`src/rtl/icache_responder.sv`:
```
// ---------------------------------------------------------------------------
// icache_responder
// Cache-side end of the datapath instruction-fetch interface. Direct-mapped,
// 2-word blocks, read-only. Resident words are returned combinationally.
// A miss triggers a two-beat block fill from the memory controller.
//
// Ports
//   CLK       in   clock, all state updates on posedge
//   nRST      in   synchronous active-low reset
//   imemREN   in   datapath fetch request
//   imemaddr  in   fetch byte address ([2] word, [2+IDXW:3] index, rest tag)
//   ihit      out  requested word valid on imemload this cycle
//   imemload  out  fetched instruction (0 when not hitting)
//   iREN      out  memory read request
//   iaddr     out  memory word address ([1:0] always 0)
//   iwait     in   memory busy; a beat is accepted when iREN=1 and iwait=0
//   iload     in   memory read data
// ---------------------------------------------------------------------------
module icache_responder #(
    parameter int SETS = 16,
    parameter int TAGW = 32 - 3 - $clog2(SETS)
) (
    input  logic        CLK,
    input  logic        nRST,
    input  logic        imemREN,
    input  logic [31:0] imemaddr,
    output logic        ihit,
    output logic [31:0] imemload,
    output logic        iREN,
    output logic [31:0] iaddr,
    input  logic        iwait,
    input  logic [31:0] iload
);

    localparam int IDXW = $clog2(SETS);

    typedef enum logic [1:0] {
        IDLE   = 2'b00,
        FETCH0 = 2'b01,
        FETCH1 = 2'b10
    } state_t;

    state_t              state_q;
    logic [SETS-1:0]     valid_q;
    logic [TAGW-1:0]     tag_q   [SETS];
    logic [31:0]         word0_q [SETS];
    logic [31:0]         word1_q [SETS];
    logic [TAGW-1:0]     miss_tag_q;
    logic [IDXW-1:0]     miss_idx_q;
    logic [31:0]         fill_buf_q;
    logic                iren_q;
    logic [31:0]         iaddr_q;

    logic [TAGW-1:0]     addr_tag_s;
    logic [IDXW-1:0]     addr_idx_s;
    logic                hit_s;
    logic                fill_we_s;
    logic                unused_s;

    assign addr_tag_s = imemaddr[31:3+IDXW];
    assign addr_idx_s = imemaddr[2+IDXW:3];
    assign unused_s   = ^imemaddr[1:0];

    // Lookups are only honoured in IDLE so a fill in flight hides the array.
    assign hit_s = (state_q == IDLE) & imemREN & valid_q[addr_idx_s]
                 & (tag_q[addr_idx_s] == addr_tag_s);

    // Final beat accepted: the whole block lands in one edge, never partially.
    assign fill_we_s = nRST & (state_q == FETCH1) & ~iwait;

    // Hit-path outputs; forced quiet while reset is held.
    always_comb begin
        ihit     = 1'b0;
        imemload = 32'h0000_0000;
        if (nRST && hit_s) begin
            ihit     = 1'b1;
            imemload = imemaddr[2] ? word1_q[addr_idx_s] : word0_q[addr_idx_s];
        end else begin
            ihit     = 1'b0;
            imemload = 32'h0000_0000;
        end
    end

    // Memory-side outputs come from registers; masked while reset is held.
    always_comb begin
        iREN  = 1'b0;
        iaddr = 32'h0000_0000;
        if (nRST) begin
            iREN  = iren_q;
            iaddr = iaddr_q;
        end else begin
            iREN  = 1'b0;
            iaddr = 32'h0000_0000;
        end
    end

    // Tag/data arrays: written only on the final fill beat, no reset needed.
    always_ff @(posedge CLK) begin
        if (fill_we_s) begin
            tag_q[miss_idx_q]   <= miss_tag_q;
            word0_q[miss_idx_q] <= fill_buf_q;
            word1_q[miss_idx_q] <= iload;
        end
    end

    // Fill FSM with registered memory request, valid bits and fill buffer.
    always_ff @(posedge CLK) begin
        if (!nRST) begin
            state_q    <= IDLE;
            valid_q    <= {SETS{1'b0}};
            miss_tag_q <= {TAGW{1'b0}};
            miss_idx_q <= {IDXW{1'b0}};
            fill_buf_q <= 32'h0000_0000;
            iren_q     <= 1'b0;
            iaddr_q    <= 32'h0000_0000;
        end else begin
            case (state_q)
                IDLE: begin
                    if (imemREN && !hit_s) begin
                        miss_tag_q <= addr_tag_s;
                        miss_idx_q <= addr_idx_s;
                        iren_q     <= 1'b1;
                        iaddr_q    <= {addr_tag_s, addr_idx_s, 3'b000};
                        state_q    <= FETCH0;
                    end
                end
                FETCH0: begin
                    if (!iwait) begin
                        fill_buf_q <= iload;
                        iaddr_q    <= {miss_tag_q, miss_idx_q, 3'b100};
                        state_q    <= FETCH1;
                    end
                end
                FETCH1: begin
                    if (!iwait) begin
                        valid_q[miss_idx_q] <= 1'b1;
                        iren_q              <= 1'b0;
                        iaddr_q             <= 32'h0000_0000;
                        state_q             <= IDLE;
                    end
                end
                default: begin
                    iren_q  <= 1'b0;
                    iaddr_q <= 32'h0000_0000;
                    state_q <= IDLE;
                end
            endcase
        end
    end

endmodule

```
`config.mk`:
```
export PLATFORM = sky130hd
export DESIGN_NAME = icache_responder
export DESIGN_NICKNAME = d
export VERILOG_FILES = /design/src/rtl/icache_responder.sv
export SDC_FILE = /design/constraint.sdc
export NUM_CORES = 1
export LEC_CHECK = 0
export CORE_UTILIZATION = 35
export DETAILED_ROUTE_END_ITERATION = 8
export SYNTH_ARGS = -nofsm -noshare
export SYNTH_HDL_FRONTEND = slang
export SYNTH_SLANG_ARGS = --single-unit
```
`constraint.sdc`:
```
create_clock -name CLK -period 15.65 [get_ports CLK]
set_clock_uncertainty 0.15 [all_clocks]
set_input_delay 1.565 -clock CLK [delete_from_list [all_inputs] [get_ports CLK]]
set_output_delay 1.565 -clock CLK [all_outputs]
set_load 0.02 [all_outputs]
```
* Yosys cells after proc, flatten, opt, wreduce, memory -nomap -nowiden *
Memories as Yosys holds them, arrays and structs flattened.
Cells that the tools add are included.

storage, ports and cells
  memories kept = 3
  RAM bits = 1424
  logic and storage cells = 59
  output and inout port bits = 66
  flip-flop bits (word level) = 112

memory list
  memory   depth  width  rd ports  clocked after memory_dff  write ports  line  RTL
  word0_q  16     32     1         0                         1            46    logic [31:0] word0_q [SETS];
  word1_q  16     32     1         0                         1            47    logic [31:0] word1_q [SETS];
  tag_q    16     25     1         0                         1            45    logic [TAGW-1:0] tag_q [SETS];

operators by class
  equal/unequal tests = 6
  multiplexer cells = 22
  reductions and logical operators = 10
  magnitude comparators = 3
  bitwise logic cells = 8

operators by type and width
  cell                                                               count
  2-to-1 mux 32 bit                                                  6
  case mux 32 bit (3 select lines)                                   1
  equality test 25 bit                                               1
  OR 16 bit                                                          1
  < comparator 4 x 5 -> 1 bit, second input constant                 2
  2-to-1 mux 1 bit                                                   8
  2-to-1 mux 2 bit                                                   3
  case mux 2 bit (3 select lines)                                    1
  AND reduction 2 bit                                                3
  AND reduction 3 bit                                                2
  AND 1 bit                                                          5
  binary-select mux 1 bit (select 4 bit)                             1
  demux 1 bit (select 4 bit)                                         1
  greater-or-equal comparator 4 x 1 -> 1 bit, second input constant  1
  inequality test 2 bit, second input constant                       2
  logical AND 1 bit                                                  3
  case mux 1 bit (3 select lines)                                    1
  equality test 2 x 1 -> 1 bit, second input constant                1
  equality test 2 bit, second input constant                         1
  logical NOT 2 bit                                                  1
  inequality test 2 x 1 -> 1 bit, second input constant              1
  inverter 1 bit                                                     2
  logical NOT 1 bit                                                  1

* Depth between registers and ports, before layout *
Gate-level depths: netlist of the first run.

  depth after elaboration = 8
  depth in mapped cells = 15
  gate-level depth less buffers = 8

* Least setup slack after synthesis of the first run *
Ideal clock, no wire load.

  path kind = input port to flip-flop
  start point = input port nRST
  end point = memory tag_q[8][0] (netlist bit), enable pin
  arrival = 8.372 ns
  setup time = 0.648 ns
  stages on the path = 5
  required time = 14.852 ns
  path slack = 6.479 ns
  buffers on the path = 1
  cells stage by stage = clkbuf_1 nand2_1 nor4_1 nand2_1 nor3_1

on the way
  cells in the longest elaborated chain, start to end = 4

ends and longest elaborated chain
  what                                    line  RTL
  start, declared                         24    input logic nRST,
  AND 1 bit (2 in a row)                  69    assign fill_we_s = nRST & (state_q == FETCH1) & ~iwait;
  2-to-1 mux 1 bit                        99    if (fill_we_s) begin
  2-to-1 mux 1 bit (not written as such)  100   tag_q[miss_idx_q] <= miss_tag_q;
  end, declared                           45

No other way between the ends.

* Worst setup path after layout of the first run *
  start point = input port imemaddr[3]
  end point = output port imemload[20]

on the way
  cells in the longest elaborated chain, start to end = 6
  elaborated cells between the ends (all ways) = 11

ends and longest elaborated chain
  what                                                                          line  RTL
  start, declared                                                               26    input logic [31:0] imemaddr,
  parallel branches: the longest is 5 deep, another holds memory (16 x 25 bit)  --
  2-to-1 mux 32 bit *                                                           75    if (nRST && hit_s) begin
  end, declared                                                                 28    output logic [31:0] imemload,

Mark *: on every way between the ends. The select of a mux whose other input is x is not followed.

==> impl_metrics.yaml, run 1 <==
synthesis:
  yosysTopAreaCellShare: 0.714
  synth-adder-area-share: 0
  synth_cells: 2951
  synthArstFlopShare: 0
  synthFlopType: "edfxtp_1"
  synthesis.area_sq_mm: 0.0599
  synth_top_family_by_area: "multiplexers"
  synthMuxAreaShare: 0.163
  synthTopCellsByArea: "edfxtp_1, mux4_2, dfxtp_1, mux2i_1, nand2_1"
  synth_edf_count: 1424
  ys_types: 64
  synth_most_common_cell: "edfxtp_1"
  synth_simple_gate_area_frac: 0.0325
  synth_compound_area_frac: 0.0343
  ys_top_cells_by_count: "edfxtp_1, mux4_2, nand2_1"
  synthXorXnorAreaFrac: 0.00278
  post_synth.cell_area_avg_sq_um: 20.3
  yosysTopAreaCell: "edfxtp_1"
  ys_ff_latch: 1533
  yosys_warnings: 0
  yosysSeqAreaShare: 0.751
flow_run:
  maxCapViolCount: 0
power:
  irDropWorstVdd_mv: 0.120
  p_leak_nw: 22.7
  powerDensity_mw_per_mm2: 124
timing:
  hold_viol_final: 0
  fin_crit_ns: 9.42
  period_share: 0.602
  slew_violations: 0
  fmax_ghz: 0.106
  fin_setup_tns_ns: 0
  relSlewSlack: 0.114
  setup_viol: 0
  rsz0062_at_grt: "false"
  worst_slew_pin_slew_ns: 1.33
floorplanning:
  die_area_sq_mm: 0.173
  core-area_sq_mm: 0.170
  die_y_um: 416
  start_util: 0.353
  rows: 151
  die_w_um: 416
  num_io_pins: 134
cts:
  htreeDepth: 4
  clock_latency_ns: 0.78
  clk_pin_slew_worst_paths_ns: 0.06
  cts.sinks: 1533
  cts_buffers: 150
  root_buffer: "clkbuf_16"
  cts_hold_buffers: 0
  cts_max_path_buffers: 3
  postCtsResizedCells: 0
  cts_setup_buffers: 0
  tritoncts: "built"
routing:
  first_pass_iters: 5
  vias_per_cell: 5.37
  avgRoutedWirePerCell_um: 25.8
  num_vias: 29343
  drt.antenna.violating_nets: 0
  wirelength_um: 141000
  drc: 0
  drtIter0Drc: 2522
final_layout:
  area_growth_pct: 14.8
  nets: 3182
  drive_gt1_frac: 0.228
  final_cell_area_sq_mm: 0.0687
global_route:
  grt_pass1_wl_um: 209000
  grt_max_degree: 110
  grt_use_total: 0.164
  antenna_found_initial: 11
  globalRoute.totalOverflow: 0
  grt_pass1_vias: 30550
setup_path:
  cp_max_fo: 109
  worstSetupStartpointType: "input port"
  cp.arrival_ns: 7.71
  critical_path_class: "in -> out"
  end_kind: "output port"
  required_ns: 13.94
placed_design:
  globalplace.congestion: 0.754
  post_dp_cell_area_sq_mm: 0.0637
  post-dp-hpwl_um: 72200
  portBuffers: 129
hold_path:
  hp-class: "reg -> reg"
run_status:
  outcome: "completed"
[power breakdown]
| part | switching, mW | internal, mW | leakage, nW |
|---|---|---|---|
| sequential | 0.0578 | 4.51 | 14.6 |
| clock | 1.55 | 2.06 | 2.44 |
| combinational | 0.215 | 0.164 | 5.70 |
| total | 1.82 | 6.73 | 22.7 |
[final cells by class]
type / count / area (sq um)
sequential: 1533 / 44900
timing repair buffer: 197 / 1830
multi-input combinational: 1199 / 14100
fill: 14842 / 101000
clock inverter: 72 / 722
inverter: 33 / 125
antenna: 3 / 7.51
tap: 2218 / 2780
clock buffer: 209 / 4230
[layer usage]
| metal | wire (um) | up-vias | part of all wire | global-route usage |
|---|---|---|---|---|
| met5 | 37 | - | 0.00026 | 0 |
| met4 | 3760 | 6 | 0.027 | 0.0532 |
| met3 | 6730 | 214 | 0.048 | 0.0279 |
| met2 | 71900 | 806 | 0.51 | 0.282 |
| met1 | 58600 | 15777 | 0.42 | 0.211 |
| li1 | - | 12540 | - | - |
[sequential cells by signal, summed over array words and instances, names as in the netlist]
name and flops:
iaddr_q 30, fill_buf_q 32, tag_q 400, valid_q 16, iren_q 1, miss_idx_q 4
state_q 1, word0_q 512, miss_tag_q 25, word1_q 512
[layout by cell type, fill, tap and decap left out, types with 8 or more instances in the layout]
master           count
a21boi_1            26
a21o_1              17
a21oi_1            102
a22oi_1             22
and2_1               8
and3_1              31
and4_1              32
buf_4               69
bufinv_16            9
clkbuf_1            37
clkbuf_16          153
clkbuf_8            19
clkdlybuf4s50_1    123
clkinv_1            17
clkinv_2            31
dfxtp_1            109
edfxtp_1          1424
inv_1               31
mux2i_1             85
mux4_2             396
nand2_1            203
nand3_1             10
nand4_1              8
nor2_1              35
nor2_4              12
o211ai_1            21
o211ai_2            10
o21ai_0             34
o311ai_0            11
o311ai_1            18
xnor2_1             12
[critical path, stage by stage]
cell	delay (ns)
buf_8	0.54
buf_4	0.83
buf_12	0.56
mux4_2	0.60
o22ai_1	0.21
or3_1	0.16
nand4_1	0.15
a2111oi_2	0.34
nand4_1	0.37
nor3_4	0.21
buf_4	0.65
a21boi_1	0.64
clkdlybuf4s50_1	0.74
[per-stage QoR]
stage	hold slack, ns	util	cells	worst slack (ns)	power (mW)
2_1_floorplan	0.271	-	2952	6.48	4.88
3_3_place_gp	0.282	0.376	5180	5.87	5.04
3_5_place_dp	0.283	0.376	5180	5.88	5.04
4_1_cts	0.297	0.405	5461	5.87	8.64
5_1_grt	0.306	0.405	5464	5.68	8.82
6_report	0.303	0.405	5464	6.23	8.55
[cells by family after synthesis]
logic type / after synthesis
buffers and inverters: 220
DFF: 1533
muxes: 481
AOI/OAI and AO/OA: 301
xor gates and xnor gates: 19
other: 1
and+or+nand+nor: 396
[final timing paths]
check,startpoint,endpoint,slack [ns],depth (start not counted)
worst max-delay path,imemaddr[3],imemload[20],6.23,13
worst min-delay path,valid_q[12],valid_q[12],0.30,1
worst max register to register,tag_q[15][2],iaddr_q[8],11.37,10
worst min register to register,valid_q[12],valid_q[12],0.30,1
Note: power is estimated with default switching activity, not from simulation.
==> inputs of run 2 (changes only) <==
==> constraint.sdc (replaced) <==
create_clock -name CLK -period 8.2 [get_ports CLK]
set_clock_uncertainty 0.15 [all_clocks]
set_input_delay 0.82 -clock CLK [delete_from_list [all_inputs] [get_ports CLK]]
set_output_delay 0.82 -clock CLK [all_outputs]
set_load 0.02 [all_outputs]
==> impl_metrics.yaml, run 2 (synthesis results as in run 1) <==
run_status:
  outcome: "completed"
final_layout:
  reg_top3: "word0_q: 512 flops, word1_q: 512 flops, tag_q: 400 flops"
  final_common_cell: "edfxtp_1"
  nets: 3174
  fillers: 14785
  final_cells: 5451
  area_growth_pct: 14.9
  final_cell_mix: "edfxtp_1, mux4_2, nand2_1"
  drive_gt1_frac: 0.226
setup_path:
  cp_max_fo: 91
  path_cells: "buf_8 -> nor2b_1 -> a221oi_1 -> xor2_1 -> or4_1 -> a221o_2 -> nor3_4 -> buf_12 -> a21boi_1 -> clkdlybuf4s50_1"
  cp_slowest_cell: "nor2b_1"
  end_kind: "output port"
  worstSetupStartpointType: "input port"
  critical_path_class: "in -> out"
  required_ns: 7.23
  cp.arrival_ns: 5.95
  crit_path_max_incr_delay_ns: 1.04
hold_path:
  hp-class: "reg -> reg"
timing:
  relSlewSlack: 0.182
  slew_violations: 0
  hold_viol_final: 0
  hold_ws_ns: 0.299
  setup_viol: 0
  fin_setup_tns_ns: 0
  worst_slew_pin_slew_ns: 1.22
  fmax_ghz: 0.144
  rsz0062_at_grt: "false"
  period_share: 0.844
  finalWorstSetupSlack_ns: 1.28
  fin_crit_ns: 6.92
global_route:
  antenna_found_initial: 8
  globalRoute.totalOverflow: 0
  grt_pass1_wl_um: 208000
  grt_use_total: 0.164
  grt_pass1_vias: 30323
  grt_max_degree: 98
cts:
  cts_buffers: 148
  tritoncts: "built"
  cts.sinks: 1533
  clk_pin_slew_worst_paths_ns: 0.06
  clock_latency_ns: 0.78
  cts_max_path_buffers: 3
  cts_setup_buffers: 0
  root_buffer: "clkbuf_16"
  postCtsResizedCells: 0
  cts_hold_buffers: 0
  htreeDepth: 4
routing:
  drt.antenna.violating_nets: 0
  vias_per_cell: 5.35
  avgRoutedWirePerCell_um: 25.9
  first_pass_iters: 5
  num_vias: 29136
  drc: 0
  wirelength_um: 141000
  drtIter0Drc: 2379
placed_design:
  globalplace.congestion: 0.747
  post-dp-hpwl_um: 71300
  place_ws_ns: 1.33
  portBuffers: 129
  dp_cells: 5174
floorplanning:
  core-area_sq_mm: 0.170
  die_area_sq_mm: 0.173
  rows: 151
  die_w_um: 416
  start_util: 0.353
  num_io_pins: 134
  die_y_um: 416
power:
  p_leak_nw: 22.7
  irDropWorstVdd_mv: 0.184
  powerDensity_mw_per_mm2: 239
flow_run:
  maxCapViolCount: 0
[run 2: through the flow]
stage                     power [mW]  cell area (sq um)  utilization
after floorplan                 9.32              59900            -
after global placement          9.61              63800        0.376
after detailed placement        9.62              63800        0.376
after CTS                       16.6              68700        0.405
after global routing            16.9              68800        0.405
final                           16.4              68800        0.405
[run 2: final timing paths]
path	from	end	slack, ns	cells past startpoint
max	imemaddr[4]	imemload[4]	1.28	10
min	valid_q[12]	valid_q[12]	0.30	1
max reg2reg	tag_q[15][2]	iaddr_q[16]	4.22	10
min reg2reg	valid_q[12]	valid_q[12]	0.30	1
[run 2: power by group]
group          total [mW]  switching (mW)  internal, mW  leakage [nW]
clock                6.97            2.92          4.06          2.42
combinational       0.722           0.409         0.314          5.66
sequential           8.72           0.108          8.61          14.6
total                16.4            3.43          13.0          22.7
[run 2: layer usage]
layer | vias up | GRT usage | wire length (um)
met4 | 4 | 0.0500 | 3380
li1 | 12543 | - | -
met3 | 190 | 0.0240 | 5740
met5 | - | 0 | 21
met1 | 15707 | 0.210 | 59200
met2 | 692 | 0.286 | 73100
[run 2: final cells by class]
| cell class | instances | area, sq um | area share |
|---|---|---|---|
| diodes | 3 | 7.51 | 0.000109 |
| clock buffers | 194 | 4030 | 0.0586 |
| clock inverters | 80 | 936 | 0.0136 |
| inverters | 33 | 125 | 0.00182 |
| multi-input cells | 1199 | 14100 | 0.205 |
| flip-flops and latches | 1533 | 44900 | 0.654 |
| well taps | 2218 | 2780 | 0.0404 |
| repair buffers | 191 | 1840 | 0.0268 |
[run 2: worst max-delay path, delay by kind of cell]
family / cells / cell delay (ns)
compound gates: 3 / 1.26
xor+xnor: 1 / 0.21
buf+inv: 3 / 1.66
simple gates: 3 / 1.85
==> inputs of run 3 (changes only) <==
==> constraint.sdc (replaced) <==
create_clock -name CLK -period 5.94 [get_ports CLK]
set_clock_uncertainty 0.15 [all_clocks]
set_input_delay 0.594 -clock CLK [delete_from_list [all_inputs] [get_ports CLK]]
set_output_delay 0.594 -clock CLK [all_outputs]
set_load 0.02 [all_outputs]
==> impl_metrics.yaml, run 3 (synthesis results as in run 1) <==
timing:
  fmax_ghz: 0.179
  slew_violations: 0
  hold_viol_final: 0
  relSlewSlack: 0.210
  fin_crit_ns: 5.58
  setup_viol: 0
  period_share: 0.939
  fin_setup_tns_ns: 0
  rsz0062_at_grt: "false"
  worst_slew_pin_slew_ns: 1.19
setup_path:
  timing.critical_path.from: "imemaddr[4]"
  required_ns: 5.20
  setup.worst_path.end: "imemload[1]"
  cp_num_buf_inv: 5
  crit_path_max_incr_delay_ns: 0.69
  cp_slowest_cell: "clkdlybuf4s50_1"
  timing.rr.end: "iaddr_q[3]"
  path_cells: "buf_8 -> buf_12 -> nor2b_1 -> a22o_1 -> a221oi_1 -> xor2_1 -> or4_1 -> a221o_2 -> nor3_4 -> buf_12 -> buf_12 -> a21boi_0 -> clkdlybuf4s50_1"
  end_kind: "output port"
  cp.arrival_ns: 4.84
  cp_max_fo: 41
  crit_family: "buffers and inverters"
  r2r_start: "tag_q[15][2]"
  path_depth: 13
  critical_path_class: "in -> out"
  worst_r2r_path_depth: 10
  reg2reg_slack_ns: 1.89
  worstSetupStartpointType: "input port"
  crit_top_cell: "buf_12"
routing:
  first_pass_iters: 5
  num_vias: 29332
  drtIter0Drc: 2557
  vias_per_cell: 5.34
  avgRoutedWirePerCell_um: 25.8
  drt.antenna.violating_nets: 0
  drc: 0
  wirelength_um: 142000
cts:
  cts.sinks: 1533
  tritoncts: "built"
  cts_max_path_buffers: 3
  postCtsResizedCells: 0
  htreeDepth: 4
  cts_buffers: 153
  cts_setup_buffers: 0
  clock_latency_ns: 0.78
  cts_hold_buffers: 0
  clk_pin_slew_worst_paths_ns: 0.05
  root_buffer: "clkbuf_16"
placed_design:
  portBuffers: 129
  post-dp-hpwl_um: 74100
  globalplace.congestion: 0.768
power:
  irDropWorstVdd_mv: 0.309
  powerDensity_mw_per_mm2: 326
  p_leak_nw: 22.9
  power_mw: 22.5
global_route:
  grt_pass1_vias: 30227
  antenna_found_initial: 5
  grt_use_total: 0.164
  globalRoute.totalOverflow: 0
  grt_pass1_wl_um: 208000
  grt_max_degree: 96
final_layout:
  final_cell_mix: "edfxtp_1, mux4_2, nand2_1"
  nets: 3217
  area_growth_pct: 15.6
  final_common_cell: "edfxtp_1"
  reg_top3: "word0_q: 512 flops, word1_q: 512 flops, tag_q: 400 flops"
  drive_gt1_frac: 0.234
floorplanning:
  rows: 151
  die_area_sq_mm: 0.173
  die_y_um: 416
  core-area_sq_mm: 0.170
  num_io_pins: 134
  start_util: 0.353
  die_w_um: 416
hold_path:
  worstHoldStart: "nRST"
  hp-class: "in -> reg"
flow_run:
  maxCapViolCount: 0
run_status:
  outcome: "completed"
==> run 3: cell type report <==
type	instances	area, sq um
clock buffer	206	4240
multi-input combinational	1199	14100
inverter	33	125
tap	2218	2780
timing repair buffer	229	2330
clock inverter	71	694
antenna	2	5.00
sequential	1533	44900
fill	14894	100000
==> run 3: report_power, final <==
| part | leakage [nW] | total, mW | switching, mW | internal [mW] |
|---|---|---|---|---|
| registers | 14.6 | 12.0 | 0.153 | 11.9 |
| logic | 5.94 | 1.01 | 0.567 | 0.442 |
| clock network | 2.41 | 9.49 | 4.06 | 5.43 |
==> run 3: per-stage QoR <==
step / cell area, sq um / std cells / util / hold WS, ns / setup slack (ns)
final: 69200 / 5491 / 0.408 / 0.200 / 0.360
after global routing: 69200 / 5490 / 0.408 / 0.165 / 0.101
after CTS: 69200 / 5489 / 0.408 / 0.133 / 0.167
after detailed placement: 64300 / 5212 / 0.379 / 0.284 / 0.246
after global placement: 64300 / 5212 / 0.379 / 0.277 / 0.248
after floorplan: 59900 / 2952 / - / 0.271 / 0.149
==> run 3: worst min-delay path by stage <==
stage / end / depth (start not counted) / slack [ns]
floorplan: valid_q[12] / 1 / 0.27
global placement: valid_q[12] / 1 / 0.28
detailed placement: valid_q[12] / 1 / 0.28
CTS: valid_q[4] / 2 / 0.13
global route: valid_q[11] / 2 / 0.16
finish: miss_tag_q[5] / 3 / 0.20
==> run 3: per-layer routing <==
layer / up-vias / GRT usage / part of all wire
met2: 755 / 0.281 / 0.51
met4: 0 / 0.0482 / 0.024
met5: - / 0 / 0
met1: 15776 / 0.213 / 0.41
met3: 191 / 0.0269 / 0.047
li1: 12610 / - / -
==> run 3: worst min-delay path: cells and delay by family <==
| family | cells | cell delay [ns] |
|---|---|---|
| AND/OR/NAND/NOR | 1 | 0.14 |
| AO/OA/AOI/OAI | 1 | 0.08 |
| buffers and inverters | 1 | 0.24 |
